**config.mk**
```make
export PLATFORM = sky130hd
export DESIGN_NAME = packet_rx_check_flat
export DESIGN_NICKNAME = d
export VERILOG_FILES = /design/src/rtl/packet_rx_check_if.sv /design/src/rtl/packet_rx_check.sv /design/src/flat_wrapper.sv
export SDC_FILE = /design/constraint.sdc
export NUM_CORES = 1
export LEC_CHECK = 0
export ABC_AREA = 1
export BUFFER_PORTS_ARGS = -buffer_cell sky130_fd_sc_hd__buf_4
export CORE_MARGIN = 5
export CORE_UTILIZATION = 45
export DETAILED_ROUTE_END_ITERATION = 7
export GPL_ROUTABILITY_DRIVEN = 0
export PLACE_DENSITY = 0.69
export SYNTH_ARGS = -nofsm -noshare
export SYNTH_HDL_FRONTEND = slang
export SYNTH_SLANG_ARGS = --single-unit
```
**constraint.sdc**
```tcl
create_clock -name clk -period 2.79 [get_ports clk]
set_clock_uncertainty 0.1 [all_clocks]
set_input_delay 0.1395 -clock clk [delete_from_list [all_inputs] [get_ports clk]]
set_output_delay 0.1395 -clock clk [all_outputs]
set_load 0.01 [all_outputs]
```
**src/rtl/packet_rx_check_if.sv**
```systemverilog
// Stream-in / FIFO-out bundle for packet_rx_check; the master side drives beats, the slave side (checker) drives the FIFO write.
interface packet_rx_check_if;
  logic        valid;
  logic        eof;
  logic [63:0] din;
  logic        fifo_full;
  logic        fifo_wr;
  logic [63:0] fifo_din;

  modport master (
    output valid, eof, din, fifo_full,
    input  fifo_wr, fifo_din
  );

  modport slave (
    input  valid, eof, din, fifo_full,
    output fifo_wr, fifo_din
  );
endinterface

```
**src/rtl/packet_rx_check.sv**
```systemverilog
// Packet length/overflow/timeout checker forwarding beats to a FIFO; define PKT_RX_STATS_EN to add pkt/err counters.
// Latency 1 cycle din->fifo_din; no backpressure upstream: beats seen while fifo_full is high are dropped and flagged.
module packet_rx_check #(
  parameter logic [31:0] TIMEOUT = 32'd1024
) (
  input  logic              clk,
  input  logic              reset,
  input  logic              ce_i,
  input  logic [13:0]       period_i,
  packet_rx_check_if.slave  bus,
  output logic              pkt_done_o,
  output logic              len_err_o,
  output logic              ovf_err_o,
  output logic              tmo_err_o,
  output logic [14:0]       word_cnt_o
`ifdef PKT_RX_STATS_EN
  ,
  output logic [31:0]       pkt_cnt_o,
  output logic [31:0]       err_cnt_o
`endif
);

  typedef enum logic [1:0] {
    S_IDLE  = 2'd0,
    S_RECV  = 2'd1,
    S_DRAIN = 2'd2
  } state_e;

  state_e      state_q, state_d;
  logic [14:0] exp_len_q, exp_len_d;
  logic [14:0] word_cnt_q, word_cnt_d;
  logic [31:0] gap_q, gap_d;
  logic        bad_q, bad_d;
  logic        fifo_wr_q, fifo_wr_d;
  logic [63:0] fifo_din_q, fifo_din_d;
  logic        pkt_done_q, pkt_done_d;
  logic        len_err_q, len_err_d;
  logic        ovf_err_q, ovf_err_d;
  logic        tmo_err_q, tmo_err_d;

  logic        beat;
  logic        eof;
  logic        full;
  logic        gap_tick;
  logic        timeout_hit;
  logic [14:0] period_len;
  logic [14:0] cnt_inc;

  assign beat        = ce_i & bus.valid;
  assign eof         = bus.eof;
  assign full        = bus.fifo_full;
  assign gap_tick    = ce_i & ~bus.valid & ((state_q == S_RECV) | (state_q == S_DRAIN));
  assign timeout_hit = gap_tick & ((gap_q + 32'd1) == TIMEOUT);
  // A period of zero encodes the maximum packet length.
  assign period_len  = (period_i == 14'd0) ? 15'd16384 : {1'b0, period_i};
  assign cnt_inc     = word_cnt_q + 15'd1;

  always_ff @(posedge clk) begin
    if (reset) begin
      state_q <= S_IDLE;
    end else begin
      state_q <= state_d;
    end
  end

  always_comb begin
    state_d = state_q;
    case (state_q)
      S_IDLE: begin
        if (beat && !eof) state_d = S_RECV;
      end
      S_RECV: begin
        if (beat) begin
          if (eof)                           state_d = S_IDLE;
          else if (word_cnt_q == exp_len_q)  state_d = S_DRAIN;
        end else if (timeout_hit) begin
          state_d = S_IDLE;
        end
      end
      S_DRAIN: begin
        if ((beat && eof) || timeout_hit) state_d = S_IDLE;
      end
      default: state_d = S_IDLE;
    endcase
  end

  always_comb begin
    fifo_wr_d  = 1'b0;
    fifo_din_d = fifo_din_q;
    pkt_done_d = 1'b0;
    len_err_d  = 1'b0;
    ovf_err_d  = 1'b0;
    tmo_err_d  = 1'b0;
    word_cnt_d = word_cnt_q;
    exp_len_d  = exp_len_q;
    bad_d      = bad_q;
    gap_d      = gap_q;
    case (state_q)
      S_IDLE: begin
        gap_d = '0;
        if (beat) begin
          exp_len_d  = period_len;
          word_cnt_d = 15'd1;
          bad_d      = full;
          fifo_wr_d  = ~full;
          ovf_err_d  = full;
          if (!full) fifo_din_d = bus.din;
          if (eof) begin
            pkt_done_d = (period_len == 15'd1) && !full;
            len_err_d  = (period_len != 15'd1);
          end
        end
      end
      S_RECV: begin
        if (beat) begin
          gap_d = '0;
          // Overlong packet: the extra beat is refused and the rest of it drained.
          if (!eof && (word_cnt_q == exp_len_q)) begin
            len_err_d = 1'b1;
          end else begin
            word_cnt_d = cnt_inc;
            bad_d      = bad_q | full;
            fifo_wr_d  = ~full;
            ovf_err_d  = full;
            if (!full) fifo_din_d = bus.din;
            if (eof) begin
              pkt_done_d = (cnt_inc == exp_len_q) && !(bad_q | full);
              len_err_d  = (cnt_inc != exp_len_q);
            end
          end
        end else if (timeout_hit) begin
          tmo_err_d  = 1'b1;
          word_cnt_d = '0;
          gap_d      = '0;
        end else if (gap_tick) begin
          gap_d = gap_q + 32'd1;
        end
      end
      S_DRAIN: begin
        if (beat) begin
          gap_d = '0;
        end else if (timeout_hit) begin
          tmo_err_d  = 1'b1;
          word_cnt_d = '0;
          gap_d      = '0;
        end else if (gap_tick) begin
          gap_d = gap_q + 32'd1;
        end
      end
      default: gap_d = '0;
    endcase
  end

  always_ff @(posedge clk) begin
    if (reset) begin
      exp_len_q  <= '0;
      word_cnt_q <= '0;
      gap_q      <= '0;
      bad_q      <= 1'b0;
      fifo_wr_q  <= 1'b0;
      fifo_din_q <= '0;
      pkt_done_q <= 1'b0;
      len_err_q  <= 1'b0;
      ovf_err_q  <= 1'b0;
      tmo_err_q  <= 1'b0;
    end else begin
      exp_len_q  <= exp_len_d;
      word_cnt_q <= word_cnt_d;
      gap_q      <= gap_d;
      bad_q      <= bad_d;
      fifo_wr_q  <= fifo_wr_d;
      fifo_din_q <= fifo_din_d;
      pkt_done_q <= pkt_done_d;
      len_err_q  <= len_err_d;
      ovf_err_q  <= ovf_err_d;
      tmo_err_q  <= tmo_err_d;
    end
  end

  assign bus.fifo_wr  = fifo_wr_q;
  assign bus.fifo_din = fifo_din_q;
  assign pkt_done_o   = pkt_done_q;
  assign len_err_o    = len_err_q;
  assign ovf_err_o    = ovf_err_q;
  assign tmo_err_o    = tmo_err_q;
  assign word_cnt_o   = word_cnt_q;

`ifdef PKT_RX_STATS_EN
  logic [31:0] pkt_cnt_q;
  logic [31:0] err_cnt_q;

  always_ff @(posedge clk) begin
    if (reset) begin
      pkt_cnt_q <= '0;
      err_cnt_q <= '0;
    end else begin
      if (pkt_done_d) pkt_cnt_q <= pkt_cnt_q + 32'd1;
      if (len_err_d | ovf_err_d | tmo_err_d) err_cnt_q <= err_cnt_q + 32'd1;
    end
  end

  assign pkt_cnt_o = pkt_cnt_q;
  assign err_cnt_o = err_cnt_q;
`endif

endmodule

```
**src/flat_wrapper.sv**
```systemverilog
// flat-port wrapper written by rule: the top's interface ports become plain ports
module packet_rx_check_flat 
#(
  parameter logic [31:0] TIMEOUT = 32'd1024
)
  (clk, reset, ce_i, period_i, pkt_done_o, len_err_o, ovf_err_o, tmo_err_o, word_cnt_o, bus_valid, bus_eof, bus_din, bus_fifo_full, bus_fifo_wr, bus_fifo_din);
  packet_rx_check_if bus_i ();
  input  logic clk;
  input  logic reset;
  input  logic ce_i;
  input  logic [13:0] period_i;
  output logic pkt_done_o;
  output logic len_err_o;
  output logic ovf_err_o;
  output logic tmo_err_o;
  output logic [14:0] word_cnt_o;
  input wire logic [$bits(bus_i.valid)-1:0] bus_valid;
  input wire logic [$bits(bus_i.eof)-1:0] bus_eof;
  input wire logic [$bits(bus_i.din)-1:0] bus_din;
  input wire logic [$bits(bus_i.fifo_full)-1:0] bus_fifo_full;
  output wire logic [$bits(bus_i.fifo_wr)-1:0] bus_fifo_wr;
  output wire logic [$bits(bus_i.fifo_din)-1:0] bus_fifo_din;
  assign bus_i.valid = bus_valid;
  assign bus_i.eof = bus_eof;
  assign bus_i.din = bus_din;
  assign bus_i.fifo_full = bus_fifo_full;
  assign bus_fifo_wr = bus_i.fifo_wr;
  assign bus_fifo_din = bus_i.fifo_din;
  packet_rx_check #(.TIMEOUT(TIMEOUT)) u_core (.clk(clk), .reset(reset), .ce_i(ce_i), .period_i(period_i), .bus(bus_i), .pkt_done_o(pkt_done_o), .len_err_o(len_err_o), .ovf_err_o(ovf_err_o), .tmo_err_o(tmo_err_o), .word_cnt_o(word_cnt_o));
endmodule
```
==> flow_summary.json <==
{
  "cts_inserted_buffers": 17,
  "cts.sinks": 134,
  "timing_worst_setup_path_type": "reg -> reg",
  "vias": 7535,
  "num-fill-cells": 1371,
  "power.static_leakage_nw": 4.17,
  "dpl.cell_count": 1354,
  "worstSetupEndpointType": "register",
  "htree_levels": 4,
  "cp.required_ps": 3000,
  "drv_cap": 0,
  "grt_usage_pct": 24.1,
  "arrival_ps": 2720,
  "cts_tree": "done",
  "clockRootBuffer": "clkbuf_16",
  "yosys_register_bits": 134,
  "clock_latency_ps": 430,
  "yosysTopAreaCell": "dfxtp_1",
  "final_max_slew_viol_count": 0,
  "place_ws_ps": 273,
  "synth.distinct_cells": 39,
  "synth_edf_count": 0,
  "max_slew_margin_pct": 54.6,
  "path_clk_slew_ps": 60,
  "synth_top_area_share_pct": 38.9,
  "nNetsFinal": 1362,
  "antenna_found_initial": 0,
  "wl_um": 22200,
  "synth-main-ff-cell": "dfxtp_1",
  "start_util_pct": 45.6,
  "setup_viol": 0,
  "tightest_slew_ps": 681,
  "coreArea_um2": 15100,
  "outcome": "finished clean",
  "synth_cells": 1019,
  "final_cell_mix": "234 x nor2_1, 202 x nand2_1, 185 x buf_4, 134 x dfxtp_1, 86 x dlygate4sd3_1",
  "area_growth_pct": 42.3,
  "vias_per_cell": 5.12,
  "synth-simple-area-share_pct": 35.6,
  "synth_fa_ha_area_share_pct": 1.27,
  "clk_path_buf_depth": 2,
  "firstDrtPassIters": 5,
  "fmax_mhz": 400,
  "drtIter0Drc": 523,
  "drt_drc_violations_left": 0,
  "die_area_um2": 17900,
  "io_buffers": 167,
  "io_pins": 168,
  "ant_nets": 0,
  "wl_per_cell_um": 15.1,
  "layout_commonest_cell": "nor2_1",
  "setup_tns_ps": 0,
  "grt_pass1_vias": 7152,
  "instances_no_fill": 1472,
  "cts_setup_buffers": 0,
  "hold_class": "in -> reg",
  "power.density_nw_per_um2": 511,
  "synth-xor-area-share_pct": 3.93,
  "avgSynthCellArea_um2": 6.77,
  "fin_crit_sh_pct": 89.7,
  "grt_remaining_overflow": 0,
  "startpoint_type": "register",
  "synth_mux_area_share_pct": 0,
  "synth_nets": 1110,
  "die_h_um": 134,
  "synth_top_family_by_area": "simple AND/OR/NAND/NOR gates",
  "dpl.hpwl_um": 15000,
  "grt_max_degree": 66,
  "yosysSeqAreaShare_pct": 38.9,
  "grt_pass1_wl_um": 35000,
  "synth_area_um2": 6900,
  "n_antenna_cell": 0,
  "synth_area_leaders": "dfxtp_1 39%, nor2_1 13%, nand2_1 11%",
  "rows": 45,
  "vdd_drop_max_mv": 0.426,
  "period_minus_slack_ps": 2500,
  "die_w_um": 134,
  "drive_gt1_share_pct": 20.2,
  "rsz0062_at_grt": "false",
  "hold_viol_final": 0,
  "cp_max_fo": 12,
  "synth_async_sr_flop_share_pct": 0,
  "setup_ws_ps": 288,
  "ys_warn_count": 0,
  "synth-compound-area-share_pct": 13.3
}
==> report_power, final <==
part / internal (mW) / switching [mW] / leakage, nW
registers: 2.00 / 0.0577 / 1.09
clock network: 1.28 / 0.932 / 0.277
logic: 0.369 / 0.379 / 2.80
total: 3.65 / 1.37 / 4.17
==> layout make-up <==
type	count	area, µm²	share of cell area, %
Timing Repair Buffer	273	2290	23.3
Clock inverter	13	120	1.22
Inverter	80	303	3.08
Sequential cell	134	2680	27.3
Multi-Input combinational cell	765	3740	38.0
Clock buffer	19	453	4.61
Tap cell	188	235	2.40
==> state kept, by name, summed over array words and instances, names as in the netlist <==
name	cells
u_core.bus.fifo_wr	1
u_core.ovf_err_o	1
u_core.exp_len_q	15
u_core.word_cnt_o	15
u_core.state_q	2
u_core.gap_q	32
u_core.bad_q	1
u_core.len_err_o	1
u_core.bus.fifo_din	64
u_core.pkt_done_o	1
u_core.tmo_err_o	1
==> critical path, stage by stage (launching register included) <==
cell	delay (ps)
dfxtp_1	390
inv_1	90
ha_1	340
inv_1	90
nor3_1	190
o21ai_0	150
nor2_1	110
nand2_1	70
nor2_1	110
nand2_1	60
nor2_1	170
nand3_4	130
nand2_4	90
nand2_4	120
nand3_1	100
a21oi_1	70
==> per-layer routing <==
metal	up-vias	wire [µm]	GRT usage, %
met5	-	0	0
met3	48	1040	4.61
met2	226	11300	42.1
met4	0	642	9.77
met1	3452	9200	29.1
li1	3809	-	-
==> final timing paths <==
path                      from                    to  slack (ps)  cells after the start
min reg2reg   u_core.gap_q[31]      u_core.gap_q[31]         380                      2
max reg2reg  u_core.state_q[0]  u_core.word_cnt_o[3]         290                     15
max          u_core.state_q[0]  u_core.word_cnt_o[3]         290                     15
min                  bus_valid       u_core.gap_q[2]          60                      5
==> synthesized netlist by cell type (7+ instances only) <==
master / count
a211oi_1: 28
a21oi_1: 37
clkbuf_1: 31
dfxtp_1: 134
ha_1: 7
inv_1: 77
nand2_1: 203
nand2_2: 8
nand3_1: 59
nand4_1: 13
nor2_1: 235
nor2_2: 7
nor2_4: 9
nor3_1: 8
nor4_1: 8
o21ai_0: 71
o21ai_1: 17
xnor2_1: 19
xor2_1: 12
==> cell families after synthesis <==
group                      after synthesis
AOI/OAI and AO/OA                      161
adders and majority gates                7
DFF                                    134
xor gates and xnor gates                31
buffers and inverters                  120
and+or+nand+nor                        566
==> timing repair <==
action                                 CTS  global route
endpoints found under the hold margin   96             0
setup endpoints to repair                0            20
resized for setup                        0             3
hold buffers                            86             0
==> metrics by stage <==
stage / instance area, µm² / hold slack, ps / utilization (%) / total power, mW
floorplan: 6900 / 167 / - / 2.44
CTS: 9810 / 53.1 / 64.8 / 5.03
global placement: 8380 / 273 / 55.3 / 2.73
global route: 9820 / 105 / 64.8 / 5.20
finish: 9820 / 55.1 / 64.8 / 5.02
detailed placement: 8380 / 280 / 55.3 / 2.73
(Power assumes the default switching activity.)
